[config.mk]
export PLATFORM = sky130hd
export DESIGN_NAME = game_level_setup_flat
export DESIGN_NICKNAME = d
export VERILOG_FILES = /design/src/rtl/game_set_if.sv /design/src/rtl/game_level_setup.sv /design/src/flat_wrapper.sv
export SDC_FILE = /design/constraint.sdc
export NUM_CORES = 1
export LEC_CHECK = 0
export ABC_AREA = 1
export CAP_MARGIN = 5
export CORE_ASPECT_RATIO = 0.8
export CORE_MARGIN = 2
export CORE_UTILIZATION = 30
export CTS_CLUSTER_DIAMETER = 40
export CTS_CLUSTER_SIZE = 24
export DETAILED_ROUTE_END_ITERATION = 8
export PLACE_DENSITY = 0.62
export SKIP_LAST_GASP = 1
export SYNTH_ARGS = -nofsm -noshare
export SYNTH_HDL_FRONTEND = slang
export SYNTH_SLANG_ARGS = --single-unit
[constraint.sdc]
create_clock -name clk -period 2.15 [get_ports clk]
set_clock_uncertainty 0.2 [all_clocks]
set_input_delay 0.5375 -clock clk [delete_from_list [all_inputs] [get_ports clk]]
set_output_delay 0.5375 -clock clk [all_outputs]
set_load 0.01 [all_outputs]
[src/rtl/game_set_if.sv]
// Settings bundle carried from the level setup stage to the settings latch.
interface game_set_if;
    logic [4:0]  button_num;
    logic [6:0]  button_size;
    logic [9:0]  board_size;
    logic [10:0] board_xpos;
    logic [10:0] board_ypos;

    modport master (
        output button_num,
        output button_size,
        output board_size,
        output board_xpos,
        output board_ypos
    );

    modport slave (
        input button_num,
        input button_size,
        input board_size,
        input board_xpos,
        input board_ypos
    );
endinterface

[src/rtl/game_level_setup.sv]
// Turns a difficulty-level request into board geometry and pulses latch_en
// once the geometry bundle is stable.
module game_level_setup #(
    parameter int H_ACTIVE = 1024,
    parameter int V_ACTIVE = 768
) (
    input  logic       clk,
    input  logic       rst,
    input  logic       level_valid,
    input  logic [1:0] level,
    output logic       busy,
    output logic       latch_en,
    game_set_if.master out
);

    typedef enum logic [1:0] {
        IDLE,
        CALC,
        CENTER,
        DONE
    } state_t;

    localparam logic [10:0] H_W = 11'(H_ACTIVE);
    localparam logic [10:0] V_W = 11'(V_ACTIVE);

    state_t      state;
    logic [4:0]  num;
    logic [4:0]  cnt;
    logic [6:0]  size;
    logic [9:0]  acc;
    logic [4:0]  tbl_num;
    logic [6:0]  tbl_size;
    logic [10:0] acc_ext;
    logic [10:0] x_pos;
    logic [10:0] y_pos;

    always_comb begin
        tbl_num  = 5'd0;
        tbl_size = 7'd0;
        case (level)
            2'd1: begin tbl_num = 5'd8;  tbl_size = 7'd64; end
            2'd2: begin tbl_num = 5'd12; tbl_size = 7'd48; end
            2'd3: begin tbl_num = 5'd16; tbl_size = 7'd40; end
            default: begin tbl_num = 5'd0; tbl_size = 7'd0; end
        endcase
    end

    // A board at least as large as the screen pins its position to the origin.
    assign acc_ext = {1'b0, acc};
    assign x_pos   = (acc_ext >= H_W) ? 11'd0 : ((H_W - acc_ext) >> 1);
    assign y_pos   = (acc_ext >= V_W) ? 11'd0 : ((V_W - acc_ext) >> 1);

    always_ff @(posedge clk) begin
        if (rst) begin
            state           <= IDLE;
            busy            <= 1'b0;
            latch_en        <= 1'b0;
            num             <= 5'd0;
            size            <= 7'd0;
            acc             <= 10'd0;
            cnt             <= 5'd0;
            out.button_num  <= 5'd0;
            out.button_size <= 7'd0;
            out.board_size  <= 10'd0;
            out.board_xpos  <= 11'd0;
            out.board_ypos  <= 11'd0;
        end else begin
            latch_en <= 1'b0;
            case (state)
                IDLE: begin
                    if (level_valid && level != 2'd0) begin
                        num   <= tbl_num;
                        size  <= tbl_size;
                        acc   <= 10'd0;
                        cnt   <= 5'd0;
                        busy  <= 1'b1;
                        state <= CALC;
                    end
                end
                CALC: begin
                    acc <= acc + {3'b000, size};
                    cnt <= cnt + 5'd1;
                    if (cnt == num - 5'd1) begin
                        state <= CENTER;
                    end
                end
                CENTER: begin
                    out.button_num  <= num;
                    out.button_size <= size;
                    out.board_size  <= acc;
                    out.board_xpos  <= x_pos;
                    out.board_ypos  <= y_pos;
                    state           <= DONE;
                end
                DONE: begin
                    latch_en <= 1'b1;
                    busy     <= 1'b0;
                    state    <= IDLE;
                end
                default: state <= IDLE;
            endcase
        end
    end

endmodule

[src/flat_wrapper.sv]
// flat-port wrapper written by rule: the top's interface ports become plain ports
module game_level_setup_flat 
#(
    parameter int H_ACTIVE = 1024,
    parameter int V_ACTIVE = 768
)
  (clk, rst, level_valid, level, busy, latch_en, out_button_num, out_button_size, out_board_size, out_board_xpos, out_board_ypos);
  game_set_if out_i ();
  input  logic clk;
  input  logic rst;
  input  logic level_valid;
  input  logic [1:0] level;
  output logic busy;
  output logic latch_en;
  output wire logic [$bits(out_i.button_num)-1:0] out_button_num;
  output wire logic [$bits(out_i.button_size)-1:0] out_button_size;
  output wire logic [$bits(out_i.board_size)-1:0] out_board_size;
  output wire logic [$bits(out_i.board_xpos)-1:0] out_board_xpos;
  output wire logic [$bits(out_i.board_ypos)-1:0] out_board_ypos;
  assign out_button_num = out_i.button_num;
  assign out_button_size = out_i.button_size;
  assign out_board_size = out_i.board_size;
  assign out_board_xpos = out_i.board_xpos;
  assign out_board_ypos = out_i.board_ypos;
  game_level_setup #(.H_ACTIVE(H_ACTIVE), .V_ACTIVE(V_ACTIVE)) u_core (.clk(clk), .rst(rst), .level_valid(level_valid), .level(level), .busy(busy), .latch_en(latch_en), .out(out_i));
endmodule
==> impl_metrics.tcl <==
set metrics [dict create \
    outcome "completed" \
    gr-total-overflow 0 \
    post_drt_wl_per_cell_um 11.9 \
    num_rows 28 \
    crit_path_max_incr_delay_ns 0.49 \
    htreeDepth 2 \
    reg2reg_depth 8 \
    min_path_type "flop to flop" \
    crit_top_cell "nand2_1" \
    fp.dieW_um 102 \
    final_cell_count_no_fill 458 \
    fmax_mhz 501 \
    cts.sinks 48 \
    syn_area_per_cell_sq_um 7.53 \
    dpl_cell_area_sq_um 2800 \
    netlist_area_sq_um 2320 \
    wl_um 5440 \
    path_buf_inv 4 \
    yosysTopAreaCellShare_pct 41.4 \
    cp-end-kind "flop" \
    grt_pass1_vias 1846 \
    rsz0062_at_grt "no" \
    dr.pass1.iters 4 \
    core_sq_um 7460 \
    required_ns 2.19 \
    die_area_sq_um 8460 \
    numPortBuffers 36 \
    antenna_cells 0 \
    grt_usage_pct 13.7 \
    cp_top_family "buffers and inverters" \
    place_congestion 0.805 \
    cts_root_buf "clkbuf_8" \
    cts.clk_slew.worst_paths_ns 0.09 \
    drive_above_1_share_pct 7.65 \
    grt_max_degree 25 \
    crit_path_max_fanout 2 \
    r2r_end "u_core.out.board_ypos[4]" \
    vdd_ir_drop_max_mv 0.562 \
    die-height_um 82.7 \
    yosys.area.top_type "dfxtp_1" \
    cts_resized 0 \
    p_sw_uw 1120 \
    r2r_start "u_core.acc[3]" \
    finalCriticalPeriod_ns 2.00 \
    grt_first_pass_wirelength_um 8990 \
    p_leak_uw 0.00123 \
    synthDistinctLibCells 25 \
    slowest_stage "clkdlybuf4s50_1" \
    p_comb_share_pct 42.2 \
    pwr-share-clk_pct 18.0 \
    period_share_pct 92.8 \
    clock_latency_ns 0.30 \
    cts_hold_buffers 0 \
    p_int_uw 1870 \
    layout_common_cells "nand2_1, dfxtp_1, a21oi_1" \
    postLayoutCellArea_sq_um 2890 \
    netlist_top_cells_area "dfxtp_1, nand2_1, a21oi_1" \
    post_cts_buffers 0 \
    cp.arrival_ns 2.03 \
    hold_start "u_core.out.board_ypos[4]" \
    initial_utilization_pct 31.1 \
    drt_iter0_drc 129 \
    routed_via_density 4.43 \
    drv_slew 0 \
    final_util_pct 38.8 \
    synthCells 308 \
    holdPathStages 2 \
    dp.cells 450 \
    cp-start-kind "input pin" \
    yosys_warnings 0 \
    sw_frac_of_total_pct 37.4 \
    whs_endpoint "u_core.out.board_ypos[4]" \
    crit_type "input pin to flop" \
    powerDensity_nw_per_um2 1040 \
    cts_tree "done" \
    max-cap-violations 0 \
    setup_violations 0 \
    max-clock-path-buffers 2 \
    fin_nets 373 \
    synth-seq-cells 48 \
    finalHoldViolations 0 \
    ioPinCount 51 \
    yosysSeqAreaShare_pct 41.4 \
    finalWorstSetupSlack_ns 0.155 \
    ff2ff_setup_slack_ns 0.28 \
    drc_errors 0 \
    dr_total_vias 2031 \
    antenna_found_initial 0 \
    numCtsBuffers 5 \
    final_common_cell "nand2_1" \
    crit_chain "clkdlybuf4s50_1, inv_1, ha_1, inv_2, buf_4, nand2_1, nand2_1, nand2_1, a21oi_1, o21ai_0, a21oi_1" \
    place_hpwl_um 3960 \
    ant_nets 0 \
    area_delta_synth_final_pct 24.8 \
    dp_slack_ns -0.206 \
    p_seq_share_pct 39.8 \
]
## worst max-delay path by stage
stage          startpoint            end  slack (ns)  depth (start not counted)
4_1_cts          level[1]  u_core.cnt[4]        0.11                         11
2_1_floorplan    level[0]  u_core.acc[8]        0.36                          8
6_report         level[0]  u_core.acc[6]        0.15                         11
3_5_place_dp     level[1]  u_core.cnt[4]       -0.21                         11
3_3_place_gp     level[0]  u_core.cnt[4]       -0.15                         11
5_1_grt          level[0]  u_core.cnt[0]        0.02                         11
## logic make-up (layout without fill, tap and decap cells)
logic type | count (synthesis) | after routing | share of synthesized area (%)
compound gates | 70 | 70 | 15.8
xor+xnor | 3 | 3 | 1.13
fa+ha+maj | 16 | 16 | 8.95
buf+inv | 59 | 91 | 12.4
flops | 48 | 48 | 41.4
other cells | 1 | 14 | 0.162
simple gates | 111 | 111 | 20.1
## final cells by class
type | instances | area, sq um
Clock inverter | 1 | 8.76
Multi-Input combinational cell | 214 | 1130
Fill cell | 775 | 4570
Sequential cell | 48 | 961
Clock buffer | 7 | 76.3
Tap cell | 105 | 131
Timing Repair Buffer | 50 | 465
Inverter | 33 | 124
## power by group through the flow
stage	registers (uW)	clock network [uW]	logic [uW]
floorplan	1260	0	667
global placement	1210	0	1220
detailed placement	1210	0	1240
CTS	1200	556	1250
global route	1220	590	1420
finish	1190	539	1260
## metal layers
metal	global-route usage, %	wire (um)	vias to the layer above
met2	19.9	2240	53
met5	0	0	-
met3	3.70	280	5
li1	-	-	1058
met1	19.1	2830	915
met4	5.73	90	0
## Yosys cell counts
master,number
dfxtp_1,48
o211ai_1,1
buf_4,17
inv_1,32
a31oi_1,2
o21ai_2,1
fa_1,1
xor2_1,3
clkbuf_1,7
buf_2,2
nand2_1,66
o21ai_0,20
nand4_1,4
nor2_1,23
nand3_1,11
ha_1,15
conb_1,1
nor2_2,2
nand3_4,1
o21bai_1,1
or2_2,2
a21oi_1,43
a211oi_1,2
clkinv_1,1
nor3_1,2
## sequential cells by signal, summed over array words and instances, names as in the netlist
name and count:
u_core.out.board_xpos 8, u_core.out.board_ypos 8, u_core.acc 7, u_core.out.board_size 6
u_core.cnt 5, u_core.out.button_size 4, u_core.size 3, u_core.num 2
u_core.state 2, u_core.busy 1, u_core.latch_en 1, u_core.out.button_num 1
## per-stage QoR
| stage | setup TNS [ns] | power (uW) | hold slack [ns] |
|---|---|---|---|
| after detailed placement | -2.38 | 2450 | 0.258 |
| after global placement | -1.51 | 2430 | 0.255 |
| after CTS | 0 | 3010 | 0.272 |
| final | 0 | 3000 | 0.268 |
| after global routing | 0 | 3230 | 0.291 |
| after floorplan | 0 | 1930 | 0.253 |
## worst reg2reg max path, stage by stage (launching register included)
cell and delay [ns]:
dfxtp_1 0.37, inv_1 0.12, ha_1 0.21, nand3_1 0.13, nor2_1 0.22, nand2_1 0.07, nand2_1 0.23, nand4_1 0.13
a21oi_1 0.13
Note: power is estimated with default switching activity, not from simulation.
